$ cat config.mk
export PLATFORM = sky130hd
export DESIGN_NAME = uart_loopback_ctrl
export DESIGN_NICKNAME = d
export VERILOG_FILES = /design/src/rtl/uart_lb_pkg.sv /design/src/rtl/uart_lb_fifo.sv /design/src/rtl/uart_loopback_ctrl.sv
export SDC_FILE = /design/constraint.sdc
export NUM_CORES = 1
export LEC_CHECK = 0
export CORE_AREA = 2 2 207 107
export CTS_BUF_LIST = sky130_fd_sc_hd__clkbuf_8
export DETAILED_ROUTE_END_ITERATION = 7
export DIE_AREA = 0 0 209 109
export GPL_ROUTABILITY_DRIVEN = 0
export GPL_TIMING_DRIVEN = 0
export MAX_ROUTING_LAYER = met4
export SYNTH_ARGS = -nofsm -noshare
export SYNTH_HDL_FRONTEND = slang
export SYNTH_SLANG_ARGS = --single-unit
$ cat constraint.sdc
create_clock -name clk -period 5.46 [get_ports clk]
set_input_delay 1.092 -clock clk [delete_from_list [all_inputs] [get_ports clk]]
set_output_delay 1.092 -clock clk [all_outputs]
set_load 0.03 [all_outputs]
$ cat src/rtl/uart_lb_pkg.sv
// Shared types and constants for the UART loopback controller.
package uart_lb_pkg;

    typedef enum logic [1:0] {
        ECHO  = 2'd0,
        LINE  = 2'd1,
        UPPER = 2'd2,
        DROP  = 2'd3
    } uart_mode_e;

    typedef enum logic {
        FILL  = 1'b0,
        DRAIN = 1'b1
    } lb_state_e;

    localparam logic [7:0] LF       = 8'h0A;
    localparam logic [7:0] LC_LO    = 8'h61;
    localparam logic [7:0] LC_HI    = 8'h7A;
    localparam logic [7:0] CASE_OFS = 8'h20;

    // Fold ASCII lower-case letters to upper case; other bytes pass through.
    function automatic logic [7:0] to_upper(input logic [7:0] b);
        if (b >= LC_LO && b <= LC_HI) begin
            return b - CASE_OFS;
        end
        return b;
    endfunction

endpackage

$ cat src/rtl/uart_lb_fifo.sv
// Byte FIFO with registered head output, first-word fall-through after one cycle.
module uart_lb_fifo
    import uart_lb_pkg::*;
#(
    parameter int DEPTH = 16,
    parameter int WIDTH = 8
) (
    input  logic                     clk,
    input  logic                     rst,
    input  logic                     push,
    input  logic [WIDTH-1:0]         wr_data,
    input  logic                     pop,
    output logic [WIDTH-1:0]         rd_data,
    output logic                     full,
    output logic                     empty,
    output logic [$clog2(DEPTH):0]   level
);

    localparam int AW = $clog2(DEPTH);

    logic [WIDTH-1:0] mem [DEPTH];
    logic [AW:0]      wr_ptr;
    logic [AW:0]      rd_ptr;
    logic [AW:0]      rd_ptr_nxt;

    // The extra pointer MSB separates a full ring from an empty one.
    assign empty      = (wr_ptr == rd_ptr);
    assign full       = (wr_ptr[AW] != rd_ptr[AW]) && (wr_ptr[AW-1:0] == rd_ptr[AW-1:0]);
    assign level      = wr_ptr - rd_ptr;
    assign rd_ptr_nxt = rd_ptr + {{AW{1'b0}}, pop};

    // Pointer update; only control state is reset.
    always_ff @(posedge clk) begin
        if (rst) begin
            wr_ptr <= '0;
            rd_ptr <= '0;
        end else begin
            if (push) wr_ptr <= wr_ptr + {{AW{1'b0}}, 1'b1};
            rd_ptr <= rd_ptr_nxt;
        end
    end

    // Storage write.
    always_ff @(posedge clk) begin
        if (push) mem[wr_ptr[AW-1:0]] <= wr_data;
    end

    // Head register: bypass the incoming byte when it becomes the new head.
    always_ff @(posedge clk) begin
        if (push && (wr_ptr == rd_ptr_nxt)) begin
            rd_data <= wr_data;
        end else begin
            rd_data <= mem[rd_ptr_nxt[AW-1:0]];
        end
    end

endmodule

$ cat src/rtl/uart_loopback_ctrl.sv
// UART loopback controller: transforms received bytes, buffers them and
// releases them to the transmitter, with a line-buffered release mode.
module uart_loopback_ctrl
    import uart_lb_pkg::*;
#(
    parameter int CLK_FREQ = 50,
    parameter int BAUD     = 115200,
    parameter int DEPTH    = 16,
    parameter int NSTOP    = 0
) (
    input  logic                     clk,
    input  logic                     rst,
    input  logic [1:0]               mode,
    input  logic                     clr_stat,
    input  logic                     rx_valid,
    input  logic [7:0]               rx_data,
    output logic                     tx_valid,
    output logic [7:0]               tx_data,
    input  logic                     tx_ready,
    output logic [15:0]              cfg_div,
    output logic                     cfg_txen,
    output logic                     cfg_rxen,
    output logic                     cfg_nstop,
    output logic [$clog2(DEPTH):0]   fifo_level,
    output logic                     overflow,
    output logic [15:0]              drop_cnt
);

    localparam int          AW       = $clog2(DEPTH);
    localparam longint      DIV_LL   = (longint'(CLK_FREQ) * 64'd1000000) / longint'(BAUD) - 1;
    localparam logic [15:0] DIV16    = 16'(DIV_LL);
    localparam logic [AW:0] FULL_LVL = (AW+1)'(DEPTH);

    if (DIV_LL > 65535 || DIV_LL < 0) begin : g_bad_div
        $error("uart_loopback_ctrl: baud divisor out of 16-bit range");
    end
    if (DEPTH < 2 || (DEPTH & (DEPTH - 1)) != 0) begin : g_bad_depth
        $error("uart_loopback_ctrl: DEPTH must be a power of two, at least 2");
    end

    assign cfg_div   = DIV16;
    assign cfg_txen  = 1'b1;
    assign cfg_rxen  = 1'b1;
    assign cfg_nstop = 1'(NSTOP);

    uart_mode_e  mode_e;
    lb_state_e   state;
    logic        push;
    logic        pop;
    logic        drop;
    logic        full;
    logic        empty;
    logic [7:0]  wr_byte;
    logic [AW:0] level_nxt;

    function automatic logic [15:0] sat_inc(input logic [15:0] v);
        return (v == 16'hFFFF) ? v : v + 16'd1;
    endfunction

    assign mode_e    = uart_mode_e'(mode);
    assign wr_byte   = (mode_e == UPPER) ? to_upper(rx_data) : rx_data;
    // A full FIFO still accepts a byte when the head leaves in the same cycle.
    assign push      = rx_valid && (mode_e != DROP) && (!full || pop);
    assign drop      = rx_valid && (mode_e != DROP) && full && !pop;
    assign tx_valid  = !empty && ((mode_e != LINE) || (state == DRAIN));
    assign pop       = tx_valid && tx_ready;
    assign level_nxt = fifo_level + {{AW{1'b0}}, push} - {{AW{1'b0}}, pop};

    uart_lb_fifo #(
        .DEPTH (DEPTH),
        .WIDTH (8)
    ) u_fifo (
        .clk     (clk),
        .rst     (rst),
        .push    (push),
        .wr_data (wr_byte),
        .pop     (pop),
        .rd_data (tx_data),
        .full    (full),
        .empty   (empty),
        .level   (fifo_level)
    );

    // Release FSM: hold bytes until a line end or a full buffer, then drain to empty.
    always_ff @(posedge clk) begin
        if (rst) begin
            state <= FILL;
        end else begin
            case (state)
                FILL: begin
                    if ((push && wr_byte == LF) || level_nxt == FULL_LVL) state <= DRAIN;
                end
                DRAIN: begin
                    if (level_nxt == '0) state <= FILL;
                end
                default: state <= FILL;
            endcase
        end
    end

    // Drop statistics; a drop in the clearing cycle counts as the first new drop.
    always_ff @(posedge clk) begin
        if (rst) begin
            overflow <= 1'b0;
            drop_cnt <= '0;
        end else if (drop) begin
            overflow <= 1'b1;
            drop_cnt <= clr_stat ? 16'd1 : sat_inc(drop_cnt);
        end else if (clr_stat) begin
            overflow <= 1'b0;
            drop_cnt <= '0;
        end
    end

endmodule
==> results of run 1 <==
## per-stage QoR
step / power, mW / utilization / hold WS [ps] / setup slack [ps] / instance area [um2]
6_report: 2.94 / 0.402 / 509 / 611 / 8510
3_5_place_dp: 2.12 / 0.383 / 498 / 40.5 / 8110
4_1_cts: 2.95 / 0.401 / 509 / 513 / 8490
2_1_floorplan: 1.89 / - / 538 / 1230 / 7310
3_3_place_gp: 2.11 / 0.383 / 470 / 25.9 / 8100
5_1_grt: 3.05 / 0.402 / 528 / 317 / 8510
## state kept, by name, indices dropped and copies added, names as in the netlist
signal          count
u_fifo.rd_ptr       5
overflow            1
drop_cnt           16
u_fifo.wr_ptr       5
state               1
u_fifo.mem        128
u_fifo.rd_data      8
## routing by layer
layer  GRT usage  up-vias
met1       0.255     2289
li1            -     1916
met4      0.0413        0
met5           -        -
met2       0.197      154
met3      0.0510        9
## layout make-up
cell class / count / area, um2
clock inverter: 11 / 87.6
buffer: 34 / 206
timing repair buffer: 44 / 440
fill: 1920 / 12600
inverter: 19 / 71.3
multi-input combinational: 262 / 2500
sequential: 164 / 4560
tap: 280 / 350
clock buffer: 21 / 289
## path summary, 6_finish.rpt
path	end	slack, ps
max reg2reg	u_fifo.rd_data[4]	880
min	overflow	510
max	u_fifo.rd_data[4]	610
min reg2reg	overflow	510
## critical path: stages
cell and delay [ps]:
clkdlybuf4s50_1 520, or3b_1 380, buf_6 150, o211a_1 150, ha_1 270, clkbuf_1 430, buf_1 720, mux4_2 700
mux4_2 470, mux2_2 280
## power breakdown
part           switching, mW  internal [mW]
Combinational          0.386          0.311
Sequential            0.0153           1.38
Clock                  0.440          0.402
Total                  0.841           2.10
## cells by family (layout without fill, tap and decap cells)
family,count (synthesis),in the layout,share of synthesized area
simple gates,101,101,0.0735
other cells,2,19,0.00104
buf+inv,53,129,0.0383
xor+xnor,21,21,0.0283
mux,50,50,0.139
fa+ha+maj,18,18,0.0331
flops,164,164,0.630
compound gates,53,53,0.0564
## placed cells by master (no fill, tap or decap), drive strengths merged, types with 2 or more instances in the layout
cell type	Yosys	routed
clkbuf	11	32
nor2	29	29
nor3	8	8
or3	7	7
nor2b	2	2
nand2b	4	4
nand2	18	18
edfxtp	128	128
clkdlybuf4s50	0	44
o311a	2	2
o21a	2	2
mux2i	2	2
and2	2	2
ha	16	16
a21o	5	5
nor4	4	4
dfxtp	36	36
o31ai	4	4
o21ai	7	7
xor2	11	11
a21oi	14	14
o2111ai	2	2
buf	23	23
or4	2	2
clkinvlp	0	2
nand4	7	7
mux2	8	8
mux4	40	40
fa	2	2
o211ai	3	3
inv	19	23
conb	2	19
clkinv	0	4
xnor2	9	9
o311ai	2	2
a2111oi	2	2
nand3	7	7
and3	3	3
==> results.md, run 1 <==
* Outcome: finished, final reports clean
* Worst reg2reg startpoint: u_fifo.wr_ptr[0]
* Remaining antenna violation count after routing at 0
* Synth unique cells at 59
* Critical Path Start Type: primary input
* Core area at 0.0212 mm2
* Max Freq at 206 MHz
* First DRT Iteration DRCs at 478
* Worst Reg-to-Reg Cells at 10
* Post-Syn Area at 0.00725 mm2
* CTS tree: done
* Yosys warning count at 0
* Leakage at 2.82 nW
* Primary FF master, synth: edfxtp_1
* Ys async rst share at 0
* CP arrival at 5180 ps
* Initial Util at 0.343
* Hold path start: overflow
* Sequential area share after synthesis at 0.630
* # hold bufs at CTS at 0
* Io pins at 65
* Synthesis-to-finish area growth at 17.4%
* GRT overflow at 0
* Total CTS buffers at 17
* Hold WC Path Type: register to register
* Largest net degree at the start of global routing at 21
* Total number of vias at 4368
* Post-synth top area cell: edfxtp_1
* M1 WL at a little over 9 mm
* Drt first pass iters at 5
* CP max FO at 10
* Die area at 0.0228 mm2
* Vias in the first global route at 4126
* Cells after synthesis at roughly 460
* Hold path depth at 2
* Post-route minimum period at 4850 ps
* Max-Cap Viols at 0
* # resized after CTS at 0
* H-tree levels at 4
* Routed len/inst at 20.9 um
* Final nets at 575
* RSZ-0062 raised after global routing: false
* Post-synth EDFFs at 128
* Synth Register Bits at 164
* Die height at 109 um
* Setup violations, final at 0
* Layout cell share with drive strength beyond 1 at 0.200
* Yosys top cell area share at 0.530
* Critical path capture point type: register
* Die W at 209 um
* Synth top cells by count: 128 x edfxtp_1, 40 x mux4_2, 36 x dfxtp_1
* DR WL met3 at ~1.6 mm
* Crit path kind: primary input to register
* First-pass GRT wire length at 25.8 mm
* Max-slew headroom at 0.128
* Met2 WL at 6.59 mm
* Final Max Tran Viols at 0
* CTS Root Cell: clkbuf_8
* Worst Clk Skew at 15.9 ps
* Pwr dens at approximately 350 mW/mm2
* N_diodes at 0
* # clock sinks at 164
* Clk slew on worst S/H paths at 80 ps
* Critical path origin: mode[0]
* Most common cell in the netlist: edfxtp_1
* Drt via density at 5.23
* Fin crit share at 0.888
* Clk_lat worst skew at 460 ps
* WL final at between 15 and 20 mm
* Uppermost layer routed: met4
* Post-CTS Setup Bufs at 0
* Peak supply drop at 0.172 mV
* Least-Margin Pin Slew at about 1300 ps
* Avg Inst Size Synth at 15.7 um2
* Cells after DPL at 803
* GRT Overall Usage at 0.164
* Data required, critical path at 5790 ps
* Post-DP HPWL at 12.6 mm
* Row cnt at 38
* Non-filler cells, final at 835
* Drt drc at 0
* CTS Buffer Depth at 2
* Final hold vios at 0
* IO Port Bufs at 44
* Ranking of synthesized cells by area: edfxtp_1 53%, mux4_2 12%, dfxtp_1 9.9%, ha_1 2.8%, buf_4 2.0%
* Antenna violations before repair at 0
* TNS Setup at 0 ps
Power figures use the tool's default switching activity.
==> run 2: changes to the inputs <==
Settings changed: HOLD_SLACK_MARGIN set to 0.12.
==> results of run 2 <==
No change in the layout: final DEF, timing and power equal those of run 1.
==> run 3: changes to the inputs <==
Settings changed: TNS_END_PERCENT set to 1.
==> results of run 3 <==
No change in the layout: final DEF, timing and power equal those of run 1.
